===== src/rtl/mode_stopwatch_pkg.sv =====
// Shared types and constants for the stopwatch display mode.
// Latency: n/a (types, constants and pure functions only).
// Backpressure: n/a.
package mode_stopwatch_pkg;

    typedef enum logic [1:0] {
        ST_IDLE = 2'd0,
        ST_RUN  = 2'd1,
        ST_LAP  = 2'd2,
        ST_STOP = 2'd3
    } state_e;

    localparam logic [7:0] ASC_SPACE = 8'h20;
    localparam logic [7:0] ASC_COLON = 8'h3A;
    localparam logic [7:0] ASC_DOT   = 8'h2E;
    localparam logic [7:0] ASC_ZERO  = 8'h30;

    localparam logic [31:0] STR_IDLE  = "IDLE";
    localparam logic [31:0] STR_RUN   = "RUN ";
    localparam logic [31:0] STR_LAP   = "LAP ";
    localparam logic [31:0] STR_STOP  = "STOP";
    localparam logic [79:0] STR_TITLE = "STOPWATCH ";

    localparam logic [4:0] IDX_STATUS = 5'd12;
    localparam logic [4:0] IDX_MM     = 5'd18;
    localparam logic [4:0] IDX_SS     = 5'd21;
    localparam logic [4:0] IDX_CC     = 5'd24;

    // Time layout: {mm_hi, mm_lo, ss_hi, ss_lo, cc_hi, cc_lo}, one BCD nibble each.
    localparam logic [23:0] TIME_MAX = 24'h995999;

    // Advance MM:SS.CC by one hundredth; callers guard the 99:59.99 case.
    function automatic logic [23:0] bcd_time_inc(input logic [23:0] t);
        logic [23:0] r;
        r = t;
        if (t[3:0] != 4'd9) begin
            r[3:0] = t[3:0] + 4'd1;
        end else begin
            r[3:0] = 4'd0;
            if (t[7:4] != 4'd9) begin
                r[7:4] = t[7:4] + 4'd1;
            end else begin
                r[7:4] = 4'd0;
                if (t[11:8] != 4'd9) begin
                    r[11:8] = t[11:8] + 4'd1;
                end else begin
                    r[11:8] = 4'd0;
                    if (t[15:12] != 4'd5) begin
                        r[15:12] = t[15:12] + 4'd1;
                    end else begin
                        r[15:12] = 4'd0;
                        if (t[19:16] != 4'd9) begin
                            r[19:16] = t[19:16] + 4'd1;
                        end else begin
                            r[19:16] = 4'd0;
                            r[23:20] = t[23:20] + 4'd1;
                        end
                    end
                end
            end
        end
        return r;
    endfunction

    function automatic logic [7:0] digit_char(input logic [3:0] d);
        return ASC_ZERO + {4'h0, d};
    endfunction

    function automatic logic [31:0] status_str(input state_e s);
        case (s)
            ST_RUN:  return STR_RUN;
            ST_LAP:  return STR_LAP;
            ST_STOP: return STR_STOP;
            default: return STR_IDLE;
        endcase
    endfunction

endpackage


===== src/rtl/stopwatch_counter.sv =====
// 100 Hz prescaler plus saturating BCD MM:SS.CC counter.
// Latency: first hundredth lands CLK_HZ/100 cycles after restart; time updates on the tick edge.
// Backpressure: none; run/clear/restart are level controls sampled every cycle.
module stopwatch_counter
    import mode_stopwatch_pkg::*;
#(
    parameter int unsigned CLK_HZ = 50_000_000
) (
    input  logic        clk,
    input  logic        rst,
    input  logic        run,
    input  logic        clear,
    input  logic        restart,
    output logic [23:0] time_o,
    output logic        sat_o
);

    localparam int unsigned DIV = CLK_HZ / 100;
    localparam int PW = $clog2(DIV);

    logic [PW-1:0] presc_q, presc_d;
    logic [23:0]   time_q, time_d;
    logic          tick;
    logic          at_max;

    assign tick   = run && (presc_q == PW'(DIV - 1));
    assign at_max = (time_q == TIME_MAX);
    assign sat_o  = tick && at_max;
    assign time_o = time_q;

    // Prescaler runs only while counting; a tick at full scale leaves time unchanged.
    always_comb begin
        presc_d = presc_q;
        time_d  = time_q;
        if (clear) begin
            presc_d = '0;
            time_d  = '0;
        end else begin
            if (restart) begin
                presc_d = '0;
            end else if (run) begin
                presc_d = tick ? '0 : presc_q + 1'b1;
            end
            if (tick && !at_max) begin
                time_d = bcd_time_inc(time_q);
            end
        end
    end

    // Prescaler and time registers.
    always_ff @(posedge clk or negedge rst) begin
        if (!rst) begin
            presc_q <= '0;
            time_q  <= '0;
        end else begin
            presc_q <= presc_d;
            time_q  <= time_d;
        end
    end

endmodule


===== src/rtl/mode_stopwatch.sv =====
// Stopwatch display mode: button edge detect, IDLE/RUN/LAP/STOP FSM, 2x16 ASCII character mux.
// Latency: press acts 2 edges after the input rises; out follows index by one edge. MODE_STOPWATCH_LAP_EN builds the lap feature.
// Backpressure: none; index is answered every cycle and presses are never queued.
module mode_stopwatch
    import mode_stopwatch_pkg::*;
#(
    parameter int unsigned CLK_HZ = 50_000_000
) (
    input  logic       clk,
    input  logic       rst,
    input  logic [3:0] sw_in,
    input  logic [4:0] index,
    output logic [7:0] out,
    output logic       running
);

    logic [1:0]  sw_q, sw_prev_q;
    logic        start_p, lap_p;
    state_e      state_q, state_d;
    logic        running_q;
    logic [7:0]  out_q, char_d;
    logic [23:0] time_w, disp_time;
    logic        sat_w;
    logic        run, clear, restart;
    logic [31:0] status_w;
    logic        unused_sw;

    assign unused_sw = ^sw_in[3:2];

    // Start takes priority: a simultaneous lap press is dropped.
    assign start_p = sw_q[0] & ~sw_prev_q[0];
    assign lap_p   = sw_q[1] & ~sw_prev_q[1] & ~start_p;

    assign run     = (state_q == ST_RUN) || (state_q == ST_LAP);
    assign clear   = (state_d == ST_IDLE);
    assign restart = (state_d == ST_RUN) && (state_q != ST_RUN);

    stopwatch_counter #(.CLK_HZ(CLK_HZ)) u_cnt (
        .clk     (clk),
        .rst     (rst),
        .run     (run),
        .clear   (clear),
        .restart (restart),
        .time_o  (time_w),
        .sat_o   (sat_w)
    );

`ifdef MODE_STOPWATCH_LAP_EN
    logic [23:0] lap_q;
    logic        lap_cap;
`endif

    // Next state; a saturating tick forces STOP like a stop press.
    always_comb begin
        state_d = state_q;
`ifdef MODE_STOPWATCH_LAP_EN
        lap_cap = 1'b0;
`endif
        case (state_q)
            ST_IDLE: begin
                if (start_p) state_d = ST_RUN;
            end
            ST_RUN: begin
                if (start_p || sat_w) begin
                    state_d = ST_STOP;
                end
`ifdef MODE_STOPWATCH_LAP_EN
                else if (lap_p) begin
                    state_d = ST_LAP;
                    lap_cap = 1'b1;
                end
`endif
            end
`ifdef MODE_STOPWATCH_LAP_EN
            ST_LAP: begin
                if (start_p || sat_w) begin
                    state_d = ST_STOP;
                end else if (lap_p) begin
                    lap_cap = 1'b1;
                end
            end
`endif
            ST_STOP: begin
                if (start_p)    state_d = ST_RUN;
                else if (lap_p) state_d = ST_IDLE;
            end
            default: state_d = ST_IDLE;
        endcase
    end

`ifdef MODE_STOPWATCH_LAP_EN
    // Lap register captures the pre-tick time and clears with the stopwatch.
    always_ff @(posedge clk or negedge rst) begin
        if (!rst) begin
            lap_q <= '0;
        end else if (state_d == ST_IDLE) begin
            lap_q <= '0;
        end else if (lap_cap) begin
            lap_q <= time_w;
        end
    end
    assign disp_time = (state_q == ST_LAP) ? lap_q : time_w;
`else
    assign disp_time = time_w;
`endif

    assign status_w = status_str(state_q);

    // Character for the scanned position; unused positions read as spaces.
    always_comb begin
        char_d = ASC_SPACE;
        if (index < 5'd10) begin
            char_d = STR_TITLE[7'd72 - {index[3:0], 3'b000} +: 8];
        end else if (index >= IDX_STATUS && index < IDX_STATUS + 5'd4) begin
            char_d = status_w[5'd24 - {index[1:0], 3'b000} +: 8];
        end else begin
            case (index)
                IDX_MM:         char_d = digit_char(disp_time[23:20]);
                IDX_MM + 5'd1:  char_d = digit_char(disp_time[19:16]);
                IDX_MM + 5'd2:  char_d = ASC_COLON;
                IDX_SS:         char_d = digit_char(disp_time[15:12]);
                IDX_SS + 5'd1:  char_d = digit_char(disp_time[11:8]);
                IDX_SS + 5'd2:  char_d = ASC_DOT;
                IDX_CC:         char_d = digit_char(disp_time[7:4]);
                IDX_CC + 5'd1:  char_d = digit_char(disp_time[3:0]);
                default:        char_d = ASC_SPACE;
            endcase
        end
    end

    // Edge-detect registers, state, running flag and output character.
    always_ff @(posedge clk or negedge rst) begin
        if (!rst) begin
            sw_q      <= '0;
            sw_prev_q <= '0;
            state_q   <= ST_IDLE;
            running_q <= 1'b0;
            out_q     <= ASC_SPACE;
        end else begin
            sw_q      <= sw_in[1:0];
            sw_prev_q <= sw_q;
            state_q   <= state_d;
            running_q <= (state_d == ST_RUN) || (state_d == ST_LAP);
            out_q     <= char_d;
        end
    end

    assign out     = out_q;
    assign running = running_q;

endmodule


===== config.mk =====
export PLATFORM = sky130hd
export DESIGN_NAME = mode_stopwatch
export DESIGN_NICKNAME = d
export VERILOG_FILES = /design/src/rtl/mode_stopwatch_pkg.sv /design/src/rtl/stopwatch_counter.sv /design/src/rtl/mode_stopwatch.sv
export SDC_FILE = /design/constraint.sdc
export NUM_CORES = 1
export LEC_CHECK = 0
export ABC_AREA = 1
export CAP_MARGIN = 20
export CORE_ASPECT_RATIO = 0.9
export CORE_MARGIN = 10
export CORE_UTILIZATION = 60
export DETAILED_ROUTE_END_ITERATION = 10
export PLACE_DENSITY = 0.91
export SLEW_MARGIN = 30
export SYNTH_ARGS = -nofsm -noshare
export SYNTH_HDL_FRONTEND = slang
export SYNTH_SLANG_ARGS = --single-unit

===== constraint.sdc =====
create_clock -name clk -period 3.55 [get_ports clk]
set_input_delay 0.8875 -clock clk [delete_from_list [all_inputs] [get_ports clk]]
set_output_delay 0.8875 -clock clk [all_outputs]
set_load 0.02 [all_outputs]

# [Yosys cells after proc, flatten, opt, wreduce, memory -nomap -nowiden]
# Index checks and enable logic that the tools add are counted.
[totals] regBits=58 output_inout_bits=9
[classes] n_reduce_logical=18 order_cmp=3 addsub=15 n_mux=25 n_eq_ne=26 n_bitwise=6 shifts=2
[ops] cell="29-bit case mux with 3 select lines" count=1
[ops] cell="80-bit by 8-bit indexed part select with 8-bit output, first input constant" count=1
[ops] cell="19-bit two-way mux" count=4
[ops] cell="7-bit case mux with 8 select lines" count=1
[ops] cell="24-bit two-way mux" count=2
[ops] cell="6-bit by 4-bit adder with 7-bit output, first input constant" count=6
[ops] cell="5-bit equality test, second input constant" count=8
[ops] cell="32-bit by 6-bit indexed part select with 8-bit output" count=1
[ops] cell="4-bit by 1-bit adder with 4-bit output, second input constant" count=6
[ops] cell="24-bit equality test, second input constant" count=1
[ops] cell="4-bit two-way mux" count=6
[ops] cell="8-bit two-way mux" count=3
[ops] cell="20-bit two-way mux" count=1
[ops] cell="19-bit by 1-bit adder with 19-bit output, second input constant" count=1
[ops] cell="19-bit equality test, second input constant" count=1
[ops] cell="16-bit two-way mux" count=1
[ops] cell="4-bit inequality test, second input constant" count=4
[ops] cell="12-bit two-way mux" count=1
[ops] cell="2-bit inequality test, second input constant" count=5
[ops] cell="2-bit two-way mux" count=4
[ops] cell="7-bit subtractor, first input constant" count=1
[ops] cell="2-bit equality test, second input constant" count=3
[ops] cell="2-bit case mux with 3 select lines" count=1
[ops] cell="6-bit AND reduction" count=1
[ops] cell="19 further kinds" count=31

# [Depth between registers and ports, before layout]
[logic_depth] ltp_word=11 mapped_depth=20 ltp_nobuf=20

# [Hierarchy]
# A second synthesis with hierarchy kept.
[unflattened] hier_cells=555 area_unflattened_um2=3958.8
[by_module_without_submodules] module="stopwatch_counter" n_inst=1 seq_area_each_um2=1076.0 area_each_um2=2626.3 cells_each=348
[by_module_without_submodules] module="mode_stopwatch" n_inst=1 seq_area_each_um2=351.6 area_each_um2=1332.5 cells_each=207

# [Worst setup path before layout]
# No wires, ideal clock.
[synth_timing] path_kind="reg2reg" start="register state_q[0]" end="register u_cnt.presc_q[14]" path_stages_with_launch=19 arrival_ns=2.646 path_slack_ns=0.785 t_required_ns=3.430 synth_period_minus_slack_ns=2.765 setup_ns=0.120 cell_sequence="dfrtp_1 inv_1 ha_1 nand2_1 nor2_1 nand3_1 nor2_2 nand3b_1 nand2_1 nand2_1 nand2_1 nand3_1 ha_1 inv_1 nor2_1 nor3_2 clkbuf_1 o21ai_0 and3_1"
[synth_via] elab_chain_len=11 word_cells_on_any_way=22 classes_between="5 x eq/ne; 9 x mux; 8 x reduce/logical"
[synth_lines] element="from (decl)" line="mode_stopwatch.sv:19" text="state_e state_q, state_d;"
[synth_lines] element="from (signal assigned)" line="mode_stopwatch.sv:142" text="state_q <= state_d;"
[synth_lines] element="2-bit by 1-bit equality test with 1-bit output or 2-bit equality test (tied branches)" line="mode_stopwatch.sv:34, mode_stopwatch.sv:59"
[synth_lines] element="1-bit logical OR" line="mode_stopwatch.sv:34" text="assign run = (state_q == ST_RUN) || (state_q == ST_LAP);"
[synth_lines] element="1-bit logical AND" line="stopwatch_counter.sv:26" text="assign tick = run && (presc_q == PW'(DIV - 1));"
[synth_lines] element="1-bit logical AND" line="stopwatch_counter.sv:28" text="assign sat_o = tick && at_max;"
[synth_lines] element="1-bit logical OR" line="mode_stopwatch.sv:64" text="if (start_p || sat_w) begin"
[synth_lines] element="2-bit two-way mux" line="mode_stopwatch.sv:64"
[synth_lines] element="2-bit case mux with 3 select lines" line="mode_stopwatch.sv:59" text="case (state_q)"
[synth_lines] element="2-bit by 1-bit equality test with 1-bit output" line="mode_stopwatch.sv:36" text="assign restart = (state_d == ST_RUN) && (state_q != ST_RUN);"
[synth_lines] element="1-bit logical AND" line="mode_stopwatch.sv:36"
[synth_lines] element="19-bit two-way mux" line="stopwatch_counter.sv:39" text="if (restart) begin"
[synth_lines] element="19-bit two-way mux" line="stopwatch_counter.sv:35" text="if (clear) begin"
[synth_lines] element="to (signal assigned)" line="stopwatch_counter.sv:56" text="presc_q <= presc_d;"
[synth_lines] element="to (decl)" line="stopwatch_counter.sv:21" text="logic [PW-1:0] presc_q, presc_d;"
# Parallel ways exist; a longest one is shown, timed or not. The select of a mux whose other input is x is not followed.
# A chain may end at the register's enable or synchronous reset.

# [Worst setup path in the final report]
# Same ends and word-level chain as after synthesis.

==> impl_metrics.env <==
export IMPL_clk_latency_ns=0.34
export IMPL_synth_top_area_share_pct=37.2
export IMPL_syn_area_mm2=0.00377
export IMPL_ios=20
export IMPL_synthFlopType="dfrtp_1"
export IMPL_die_x_um=104
export IMPL_cts_made_buffers=9
export IMPL_rr_endpoint="u_cnt.presc_q[14]"
export IMPL_path_delay_family="simple AND/OR/NAND/NOR gates"
export IMPL_use_met1_pct=20.2
export IMPL_timing_rr_start="state_q[0]"
export IMPL_crit_path_start="state_q[0]"
export IMPL_fin_area_mm2=0.00423
export IMPL_outcome="finished, final reports clean"
export IMPL_max_stage_delay_ns=0.42
export IMPL_worstPathArrival_ns=3.43
export IMPL_clockBufferDepth=2
export IMPL_yosysWarnings=0
export IMPL_core_area_mm2=0.00611
export IMPL_layout_setup_ws_ns=0.346
export IMPL_rrSetupSlack_ns=0.35
export IMPL_syn_area_per_cell_um2=7.29
export IMPL_post_route_period_util_pct=90.3
export IMPL_dp_hpwl_um=6350
export IMPL_cts_max_level=3
export IMPL_num_vias=3525
export IMPL_area_growth_pct=12.2
export IMPL_rsz0062_at_grt="false"
export IMPL_nets=579
export IMPL_final_util_pct=69.1
export IMPL_final_antenna_net_count=0
export IMPL_first_global_vias=3436
export IMPL_synth_area_leaders="dfrtp_1 37%, nand2_1 12%, ha_1 9.0%"
export IMPL_synth_edf_count=0
export IMPL_busiest_layer="met2"
export IMPL_drc=0
export IMPL_first_pass_iters=6
export IMPL_grt_max_degree=44
export IMPL_path_depth=21
export IMPL_holdWs_ns=0.376
export IMPL_finalSetupTns_ns=0
export IMPL_setup_viol=0
export IMPL_first_iter_violations=237
export IMPL_async_flop_share_pct=100
export IMPL_die_h_um=95.2
export IMPL_cts_tree="built"
export IMPL_crit_path_end="u_cnt.presc_q[14]"
export IMPL_grt_met2_usage_pct=32.3
export IMPL_cp_cell_sequence="inv_1 -> ha_1 -> nand2_1 -> nor2_1 -> nand3_1 -> nor2_2 -> nand3b_1 -> nand2_1 -> nand2_1 -> nand2_1 -> nand3_1 -> ha_1 -> inv_1 -> nor2_1 -> nor3_2 -> buf_12 -> nor2_1 -> nand3_1 -> nor2_1 -> nand2_1 -> and3_1"
export IMPL_maxCapViolCount=0
export IMPL_placed_area_mm2=0.00403
export IMPL_crit_path_frequent_cell="nand2_1"
export IMPL_wirelength_um=8650
export IMPL_row_count=27
export IMPL_period_needed_ns=3.20
export IMPL_synth_largest_area_cell="dfrtp_1"
export IMPL_diodes=0
export IMPL_syn_nets=555
export IMPL_use_met3_pct=4.65
export IMPL_grt_ovfl_total=0
export IMPL_antenna_found_initial=0
export IMPL_portBuffers=16
export IMPL_clockRootBuffer="clkbuf_8"
export IMPL_pwr_density_cell_mw_per_mm2=721
export IMPL_final_cell_mix="119 x nand2_1, 64 x nor2_1, 61 x inv_1, 55 x dfrtp_1, 46 x nand3_1"
export IMPL_reg2reg_depth=21
export IMPL_yosysSeqAreaShare_pct=37.9
export IMPL_hold_violations=0
export IMPL_slew_headroom_pct=44.0
export IMPL_cp_end_kind="register"
export IMPL_drv_slew=0
export IMPL_cp_max_fo=14
export IMPL_viasPerCell=5.58
export IMPL_dieArea_mm2=0.00985
export IMPL_crit_slowest_cell="dfrtp_2"
export IMPL_ys_ff_latch=57
export IMPL_drive_above_1_share_pct=7.52
export IMPL_syn_inst=517
export IMPL_crit_buf_inv=3
export IMPL_track_usage_pct=18.1
export IMPL_place_gp_congestion=0.945
export IMPL_skew_ns=0.00753
export IMPL_tightest_slew_ns=0.839
export IMPL_clock_sinks=57
export IMPL_vdd_ir_drop_max_mv=0.412
export IMPL_clk_pin_slew_ns=0.06
export IMPL_place_ws_ns=0.234
export IMPL_hp_class="register to register"
export IMPL_power_leakage_nw=2.01
export IMPL_timing_worst_setup_path_type="register to register"
export IMPL_wl_per_cell_um=13.7
export IMPL_grt_first_pass_wirelength_um=15000
export IMPL_initial_core_util_pct=61.6
export IMPL_final_common_cell="nand2_1"
export IMPL_crit_path_start_kind="register"
export IMPL_required_ns=3.78
export IMPL_ys_types=39
export IMPL_fmax_mhz=312
through the flow:
step / cells / power (mW)
final: 632 / 3.05
after detailed placement: 617 / 2.40
after global placement: 617 / 2.32
after global routing: 632 / 3.30
after floorplan: 517 / 1.99
after CTS: 632 / 3.02
how the worst min path moves through the flow:
stage,depth (start not counted),endpoint,slack [ns],from
6_report,0,sw_prev_q[0],0.38,sw_q[0]
5_1_grt,0,sw_prev_q[1],0.39,sw_q[1]
4_1_cts,0,sw_prev_q[0],0.38,sw_q[0]
3_5_place_dp,0,sw_prev_q[0],0.36,sw_q[0]
3_3_place_gp,0,sw_prev_q[0],0.36,sw_q[0]
2_1_floorplan,0,sw_prev_q[0],0.35,sw_q[0]
state kept, by name, summed over array words and instances (netlist names):
signal and flops:
state_q 2, out 7, sw_q 2, u_cnt.time_o 24
u_cnt.presc_q 19, sw_prev_q 2, running 1
cells in the mapped netlist (2+ instances only):
master	instances
nand3_1	46
o22ai_1	8
inv_1	61
nand2_1	120
nand4_1	10
inv_2	9
dfrtp_1	56
buf_2	2
nand3b_1	2
o21ai_1	7
a31oi_1	3
nor3_2	2
nand2_2	5
nor3_1	9
o21bai_1	2
buf_4	2
nor2_1	64
o211ai_1	3
a21oi_1	23
o21ai_0	25
ha_1	27
xnor2_1	6
xor2_1	9
final cells by class:
cell class	instances	area (um2)
Clock buffer	12	155
Clock inverter	3	40.0
Fill cell	478	1890
Inverter	71	267
Multi-Input combinational cell	383	2040
Sequential cell	57	1430
Tap cell	87	109
Timing Repair Buffer	19	193
logic make-up (layout without fill, tap and decap cells):
kind of cell,Yosys count,in the layout,synth area share [%]
buffers and inverters,77,105,8.14
other,1,1,0.0995
adder cells (fa/ha/maj),27,27,8.97
flip-flops,57,57,37.9
AND/OR/NAND/NOR,263,263,29.9
XOR/XNOR,15,15,3.49
AO/OA/AOI/OAI,77,77,11.5
power breakdown:
| group | internal, mW | leakage, nW | switching [mW] | total, mW |
|---|---|---|---|---|
| registers | 0.776 | 0.750 | 0.133 | 0.909 |
| clock network | 0.356 | 0.102 | 0.256 | 0.612 |
| logic | 0.472 | 1.16 | 1.06 | 1.53 |
what timing repair did:
item                                    in CTS  in global routing
setup buffers                                0                  0
endpoints found under the setup margin       0                 18
gates resized for setup                      0                  2
hold buffers                                 0                  0
layer usage:
| metal | part of all wire [%] | vias to the layer above |
|---|---|---|
| met4 | 2.5 | 0 |
| met2 | 49 | 134 |
| met3 | 6.2 | 25 |
| li1 | - | 1724 |
| met1 | 42 | 1642 |
| met5 | 0 | - |
(Power assumes the default switching activity.)
